<file path="config.mk">
export PLATFORM = sky130hd
export DESIGN_NAME = mac_seq_flat
export DESIGN_NICKNAME = d
export VERILOG_FILES = /design/src/rtl/mac_seq_if.sv /design/src/rtl/mac_seq.sv /design/src/flat_wrapper.sv
export SDC_FILE = /design/constraint.sdc
export NUM_CORES = 1
export LEC_CHECK = 0
export BUFFER_PORTS_ARGS = -buffer_cell sky130_fd_sc_hd__buf_2
export CORE_MARGIN = 2
export CORE_UTILIZATION = 62
export CTS_CLUSTER_DIAMETER = 80
export DETAILED_ROUTE_END_ITERATION = 8
export PLACE_DENSITY_LB_ADDON = 0.2
export SYNTH_ARGS = -nofsm -noshare
export SYNTH_HDL_FRONTEND = slang
export SYNTH_SLANG_ARGS = --single-unit
</file>
<file path="constraint.sdc">
create_clock -name clk -period 5.03 [get_ports clk]
set_clock_uncertainty 0.2 [all_clocks]
set_input_delay 1.006 -clock clk [delete_from_list [all_inputs] [get_ports clk]]
set_output_delay 1.006 -clock clk [all_outputs]
set_load 0.05 [all_outputs]
</file>
<file path="src/rtl/mac_seq_if.sv">
// Operand/result bundle for mac_seq: valid/ready operand handshake in, accumulator result out.
// master drives operands and modes; slave (the MAC) returns ready, result, pulse and overflow.
interface mac_seq_if #(
  parameter int W     = 8,
  parameter int ACC_W = 20
);
  logic             in_valid;
  logic             in_ready;
  logic [W-1:0]     opa;
  logic [W-1:0]     opb;
  logic             signed_en;
  logic             acc_load;
  logic [ACC_W-1:0] out;
  logic             out_valid;
  logic             ovf;

  modport master (
    output in_valid, opa, opb, signed_en, acc_load,
    input  in_ready, out, out_valid, ovf
  );

  modport slave (
    input  in_valid, opa, opb, signed_en, acc_load,
    output in_ready, out, out_valid, ovf
  );
endinterface

</file>
<file path="src/rtl/mac_seq.sv">
// Sequential shift-add MAC with saturating accumulator; result W+1 cycles after accept.
// One operand pair in flight: in_ready is low from accept until the result pulse.
module mac_seq #(
  parameter int W     = 8,
  parameter int ACC_W = 20
) (
  input  logic     clk,
  input  logic     clr,
  mac_seq_if.slave bus
);

  localparam int CW = (W > 1) ? $clog2(W) : 1;

  typedef enum logic [1:0] {IDLE, BUSY, ACC} state_t;

  state_t           state, state_nxt;
  logic [CW-1:0]    cnt;
  logic [W-1:0]     a_mag, b_mag;
  logic             neg, smode, load;
  logic [2*W-1:0]   prod;
  logic [ACC_W-1:0] acc;
  logic             vld;
  logic             ovf_q;

  logic [W-1:0]     opa_mag, opb_mag;
  logic             sgn;
  logic [2*W-1:0]   step_add;
  logic [2*W-1:0]   prod_s;
  logic [ACC_W:0]   p_ext, b_ext, sum;
  logic [ACC_W-1:0] res;
  logic             sat;

  always_ff @(posedge clk or posedge clr) begin
    if (clr) state <= IDLE;
    else     state <= state_nxt;
  end

  always_comb begin
    state_nxt = state;
    unique case (state)
      IDLE:    if (bus.in_valid) state_nxt = BUSY;
      BUSY:    if (cnt == CW'(W - 1)) state_nxt = ACC;
      ACC:     state_nxt = IDLE;
      default: state_nxt = IDLE;
    endcase
  end

  always_comb begin
    bus.in_ready  = (state == IDLE);
    bus.out       = acc;
    bus.out_valid = vld;
    bus.ovf       = ovf_q;
  end

  // Signed operands are reduced to magnitudes; -2^(W-1) maps to 2^(W-1) unsigned.
  always_comb begin
    opa_mag = (bus.signed_en && bus.opa[W-1]) ? (~bus.opa + W'(1)) : bus.opa;
    opb_mag = (bus.signed_en && bus.opb[W-1]) ? (~bus.opb + W'(1)) : bus.opb;
    sgn     = bus.signed_en & (bus.opa[W-1] ^ bus.opb[W-1]);
  end

  always_comb begin
    step_add = {{W{1'b0}}, b_mag} << cnt;
  end

  // One extra bit of headroom is enough: |product| <= 2^(ACC_W-2) in signed mode.
  always_comb begin
    prod_s = (smode && neg) ? (~prod + (2*W)'(1)) : prod;
    p_ext  = {{(ACC_W + 1 - 2*W){smode & prod_s[2*W-1]}}, prod_s};
    b_ext  = load ? '0 : {smode & acc[ACC_W-1], acc};
    sum    = p_ext + b_ext;
    sat    = 1'b0;
    res    = sum[ACC_W-1:0];
    if (smode) begin
      if (sum[ACC_W] != sum[ACC_W-1]) begin
        sat = 1'b1;
        res = sum[ACC_W] ? {1'b1, {(ACC_W-1){1'b0}}} : {1'b0, {(ACC_W-1){1'b1}}};
      end
    end else if (sum[ACC_W]) begin
      sat = 1'b1;
      res = {ACC_W{1'b1}};
    end
  end

  always_ff @(posedge clk or posedge clr) begin
    if (clr) begin
      a_mag <= '0;
      b_mag <= '0;
      neg   <= 1'b0;
      smode <= 1'b0;
      load  <= 1'b0;
      prod  <= '0;
      cnt   <= '0;
      acc   <= '0;
      vld   <= 1'b0;
      ovf_q <= 1'b0;
    end else begin
      vld <= 1'b0;
      case (state)
        IDLE: begin
          if (bus.in_valid) begin
            a_mag <= opa_mag;
            b_mag <= opb_mag;
            neg   <= sgn;
            smode <= bus.signed_en;
            load  <= bus.acc_load;
            prod  <= '0;
            cnt   <= '0;
          end
        end
        BUSY: begin
          if (a_mag[cnt]) prod <= prod + step_add;
          cnt <= cnt + CW'(1);
        end
        ACC: begin
          acc <= res;
          vld <= 1'b1;
          if (sat)       ovf_q <= 1'b1;
          else if (load) ovf_q <= 1'b0;
        end
        default: ;
      endcase
    end
  end

endmodule

</file>
<file path="src/flat_wrapper.sv">
// flat-port wrapper written by rule: the top's interface ports become plain ports
module mac_seq_flat 
#(
  parameter int W     = 8,
  parameter int ACC_W = 20
)
  (clk, clr, bus_in_valid, bus_opa, bus_opb, bus_signed_en, bus_acc_load, bus_in_ready, bus_out, bus_out_valid, bus_ovf);
  mac_seq_if #(.W(W), .ACC_W(ACC_W)) bus_i ();
  input  logic clk;
  input  logic clr;
  input wire logic [$bits(bus_i.in_valid)-1:0] bus_in_valid;
  input wire logic [$bits(bus_i.opa)-1:0] bus_opa;
  input wire logic [$bits(bus_i.opb)-1:0] bus_opb;
  input wire logic [$bits(bus_i.signed_en)-1:0] bus_signed_en;
  input wire logic [$bits(bus_i.acc_load)-1:0] bus_acc_load;
  output wire logic [$bits(bus_i.in_ready)-1:0] bus_in_ready;
  output wire logic [$bits(bus_i.out)-1:0] bus_out;
  output wire logic [$bits(bus_i.out_valid)-1:0] bus_out_valid;
  output wire logic [$bits(bus_i.ovf)-1:0] bus_ovf;
  assign bus_i.in_valid = bus_in_valid;
  assign bus_i.opa = bus_opa;
  assign bus_i.opb = bus_opb;
  assign bus_i.signed_en = bus_signed_en;
  assign bus_i.acc_load = bus_acc_load;
  assign bus_in_ready = bus_i.in_ready;
  assign bus_out = bus_i.out;
  assign bus_out_valid = bus_i.out_valid;
  assign bus_ovf = bus_i.ovf;
  mac_seq #(.W(W), .ACC_W(ACC_W)) u_core (.clk(clk), .clr(clr), .bus(bus_i));
endmodule
</file>
==> flow_metrics.py <==
metrics = {
    "final_layout": {
        "layout-drive-gt1-share": 0.1593,
        "utilization": 0.7069,
        "syn2layout_area_growth_pct": 11.66,
        "post-route-cell-area_mm2": 0.006075,
        "layout_commonest_cell": "nand2_1",
        "n_fill_cell": 688,
        "nets": 763,
        "final_cell_mix": "nand2_1, nor2_1, dfrtp_1, o21ai_0, buf_2",
        "diodes": 0,
    },
    "critical_path": {
        "rrSetupSlack_ns": 0.25,
        "path_cells": "nor4_4 > nor2b_2 > and3_1 > nor2_1 > xor2_1 > ha_1 > inv_1 > o22ai_1 > a311o_1 > o211ai_1 > inv_1 > a221oi_4 > xnor2_1 > ha_1 > nor2b_1 > a21oi_2 > a2bb2oi_4 > buf_12 > a31oi_1",
        "critPathBufInv": 3,
        "crit_path_start_kind": "flip-flop",
        "worstRegToRegCells": 19,
        "crit_family": "compound AO/OA/AOI/OAI gates",
        "path_max_fanout": 16,
        "cp_data_arrival_time_ns": 4.81,
        "worst-endpoint-required_ns": 5.06,
        "crit_slowest_cell": "dfrtp_1",
        "path_class": "flip-flop to flip-flop",
        "r2r_start": "u_core.prod[5]",
        "worst_setup_path_end_kind": "flip-flop",
        "timing.rr.end": "u_core.bus.out[17]",
        "slowest_delay_ns": 0.48,
    },
    "power_and_ir_drop": {
        "seq_power_share": 0.211,
        "pwr-share-comb": 0.666,
        "switching_power_w": 0.002397,
        "p_leak_nw": 2.885,
        "power.share.clock": 0.123,
        "intPower_w": 0.002269,
        "switching_share": 0.5138,
        "ir_drop_uv": 369.9,
        "cellPowerDensity_mw_per_mm2": 768.2,
    },
    "place": {
        "place_area_mm2": 0.005782,
        "place_hpwl_mm": 9.440,
        "gp_congestion": 0.8862,
        "portBuffers": 43,
    },
    "routing": {
        "ant_nets": 0,
        "drc_errors": 0,
        "firstDrtPassIters": 5,
        "num_vias": 4803,
        "drt-initial-drc-count": 190,
        "wirelength_mm": 12.42,
        "via_per_inst": 5.922,
        "wl_per_cell_um": 15.31,
    },
    "synth": {
        "yosys_warnings": 0,
        "synthCells": 655,
        "ys_types": 67,
        "ys_seq_area_frac": 0.2852,
        "syn_avg_cell_area_um2": 8.306,
        "synthArstFlopShare": 1.000,
        "syn-cell-area_mm2": 0.005440,
        "ys_ff_latch": 62,
        "synth_ff_type": "dfrtp_1",
        "yosysTopAreaCellShare": 0.2852,
        "syn_nets": 720,
        "ys_top_cells_by_area": "dfrtp_1, ha_1, nand2_1",
        "synth_area_leader_cell": "dfrtp_1",
        "synth_edf_count": 0,
    },
    "clocking": {
        "h-tree-depth": 3,
        "clockBufferDepth": 2,
        "cts_tree": "done",
        "clock_latency_ns": 0.36,
        "clock-root-buffer": "clkbuf_8",
        "cts.sinks": 62,
        "path_clk_slew_ns": 0.08,
        "cts_made_buffers": 9,
    },
    "run_status": {
        "status": "completed",
    },
    "grt": {
        "track_usage": 0.2696,
        "grt_util_met3": 0.03885,
        "grt_max_degree": 52,
        "grt-ovfl-total": 0,
        "grt_pass1_vias": 4687,
        "grtUsageMet1": 0.3324,
        "antenna_found_initial": 0,
        "grt.busiest_layer": "met2",
        "grt_pass1_wl_mm": 21.32,
        "grt_use_met2": 0.4780,
    },
    "sta": {
        "slew_viol_final": 0,
        "relSlewSlack": 0.2802,
        "setup_viol": 0,
        "fin_tns_setup_ns": 0,
        "tightest_slew_ns": 1.075,
        "period_share": 0.9509,
        "layout_min_cycle_time_ns": 4.783,
        "hold_viol": 0,
        "fmax_ghz": 0.2091,
    },
    "die": {
        "die_height_um": 97.67,
        "coreArea_mm2": 0.008593,
        "ios": 44,
        "rows": 34,
        "dieWidth_um": 97.67,
        "initial_utilization": 0.6331,
        "fp.dieArea_mm2": 0.009539,
    },
    "min_path": {
        "hold_path.class": "flip-flop to flip-flop",
        "min_from": "u_core.a_mag[7]",
        "hold_path_end": "u_core.a_mag[7]",
        "hold_path_depth": 2,
    },
    "run": {
        "maxCapViolations": 0,
    },
}
-- state kept, by name, summed over array words and instances, names as in the netlist --
register              count
u_core.a_mag              8
u_core.load               1
u_core.neg                1
u_core.state              2
u_core.bus.out           20
u_core.bus.ovf            1
u_core.cnt                3
u_core.smode              1
u_core.b_mag              8
u_core.bus.out_valid      1
u_core.prod              16
-- metrics by stage --
step | total power (W) | worst slack, ns | std cells | hold WS, ns
after detailed placement | 0.004018 | 0.1175 | 793 | 0.2702
after global routing | 0.005044 | -0.01448 | 811 | 0.3135
after global placement | 0.003912 | 0.3472 | 793 | 0.2574
after floorplan | 0.003392 | 0.5107 | 655 | 0.2446
final | 0.004666 | 0.2470 | 811 | 0.2889
after CTS | 0.004621 | 0.09634 | 809 | 0.2896
-- metal layers --
metal / part of all wire / wire length [um]
met1: 0.44 / 5426
met2: 0.51 / 6298
met3: 0.036 / 447
met4: 0.020 / 246
met5: 0 / 0
-- cell usage after synthesis (all sizes together) (2+ instances only) --
cell type / number
nand2: 98
nor2: 70
dfrtp: 62
o21ai: 58
a21oi: 47
ha: 42
xnor2: 33
inv: 24
nor2b: 23
clkbuf: 22
xor2: 21
nand3: 15
nor3: 15
mux2i: 12
a31oi: 9
mux2: 8
o21bai: 7
a21o: 6
nand2b: 6
o31ai: 6
and2: 5
and3: 5
o211ai: 5
or3: 5
o2111ai: 4
o22ai: 4
a22o: 3
a211o: 2
a211oi: 2
a21boi: 2
a221oi: 2
buf: 2
fa: 2
mux4: 2
nand3b: 2
nor4: 2
o2111a: 2
or4: 2
-- cells by family after synthesis --
kind of cell               share of synthesized area
and+or+nand+nor                               0.2116
AOI/OAI and AO/OA                             0.2279
DFF                                           0.2852
xor gates and xnor gates                     0.08832
buffers and inverters                        0.03611
adders and majority gates                     0.1040
muxes                                        0.04692
-- power by group through the flow --
stage	Combinational [W]	Clock [W]	Sequential [W]
after floorplan	0.00226	0	0.00113
after global placement	0.00295	0	0.000966
after detailed placement	0.00303	0	0.000984
after CTS	0.00306	0.000579	0.000977
after global routing	0.00342	0.000601	0.00102
final	0.00311	0.000574	0.000986
-- cell type report --
cell class                 count  area, um^2  share of cell area
multi-input combinational    545        3717              0.6119
sequential                    62        1553              0.2556
timing repair buffer          56       325.3             0.05355
clock buffer                  10       137.6             0.02266
tap                          108       135.1             0.02225
clock inverter                 6       116.4             0.01916
inverter                      24       90.09             0.01483
-- worst max-delay path by stage --
stage | start | to | cells after the start
2_1_floorplan | u_core.prod[2] | u_core.bus.out[16] | 19
4_1_cts | u_core.prod[2] | u_core.bus.out[17] | 19
3_5_place_dp | u_core.prod[2] | u_core.bus.out[17] | 19
6_report | u_core.prod[5] | u_core.bus.out[17] | 19
5_1_grt | u_core.prod[5] | u_core.bus.out[17] | 19
3_3_place_gp | u_core.prod[2] | u_core.bus.out[17] | 19
-- worst min-delay path: cells and delay by family, from the launching register on --
family	cells	cell delay, ns
AOI/OAI and AO/OA	1	0.06
DFF	1	0.34
and+or+nand+nor	1	0.05
-- what timing repair did --
action | CTS | global route
endpoints found under the setup margin | 0 | 19
resized for setup | 0 | 5
buffers inserted | 0 | 2
hold buffers | 0 | 0
No activity file was read; power rests on OpenSTA's default activity.
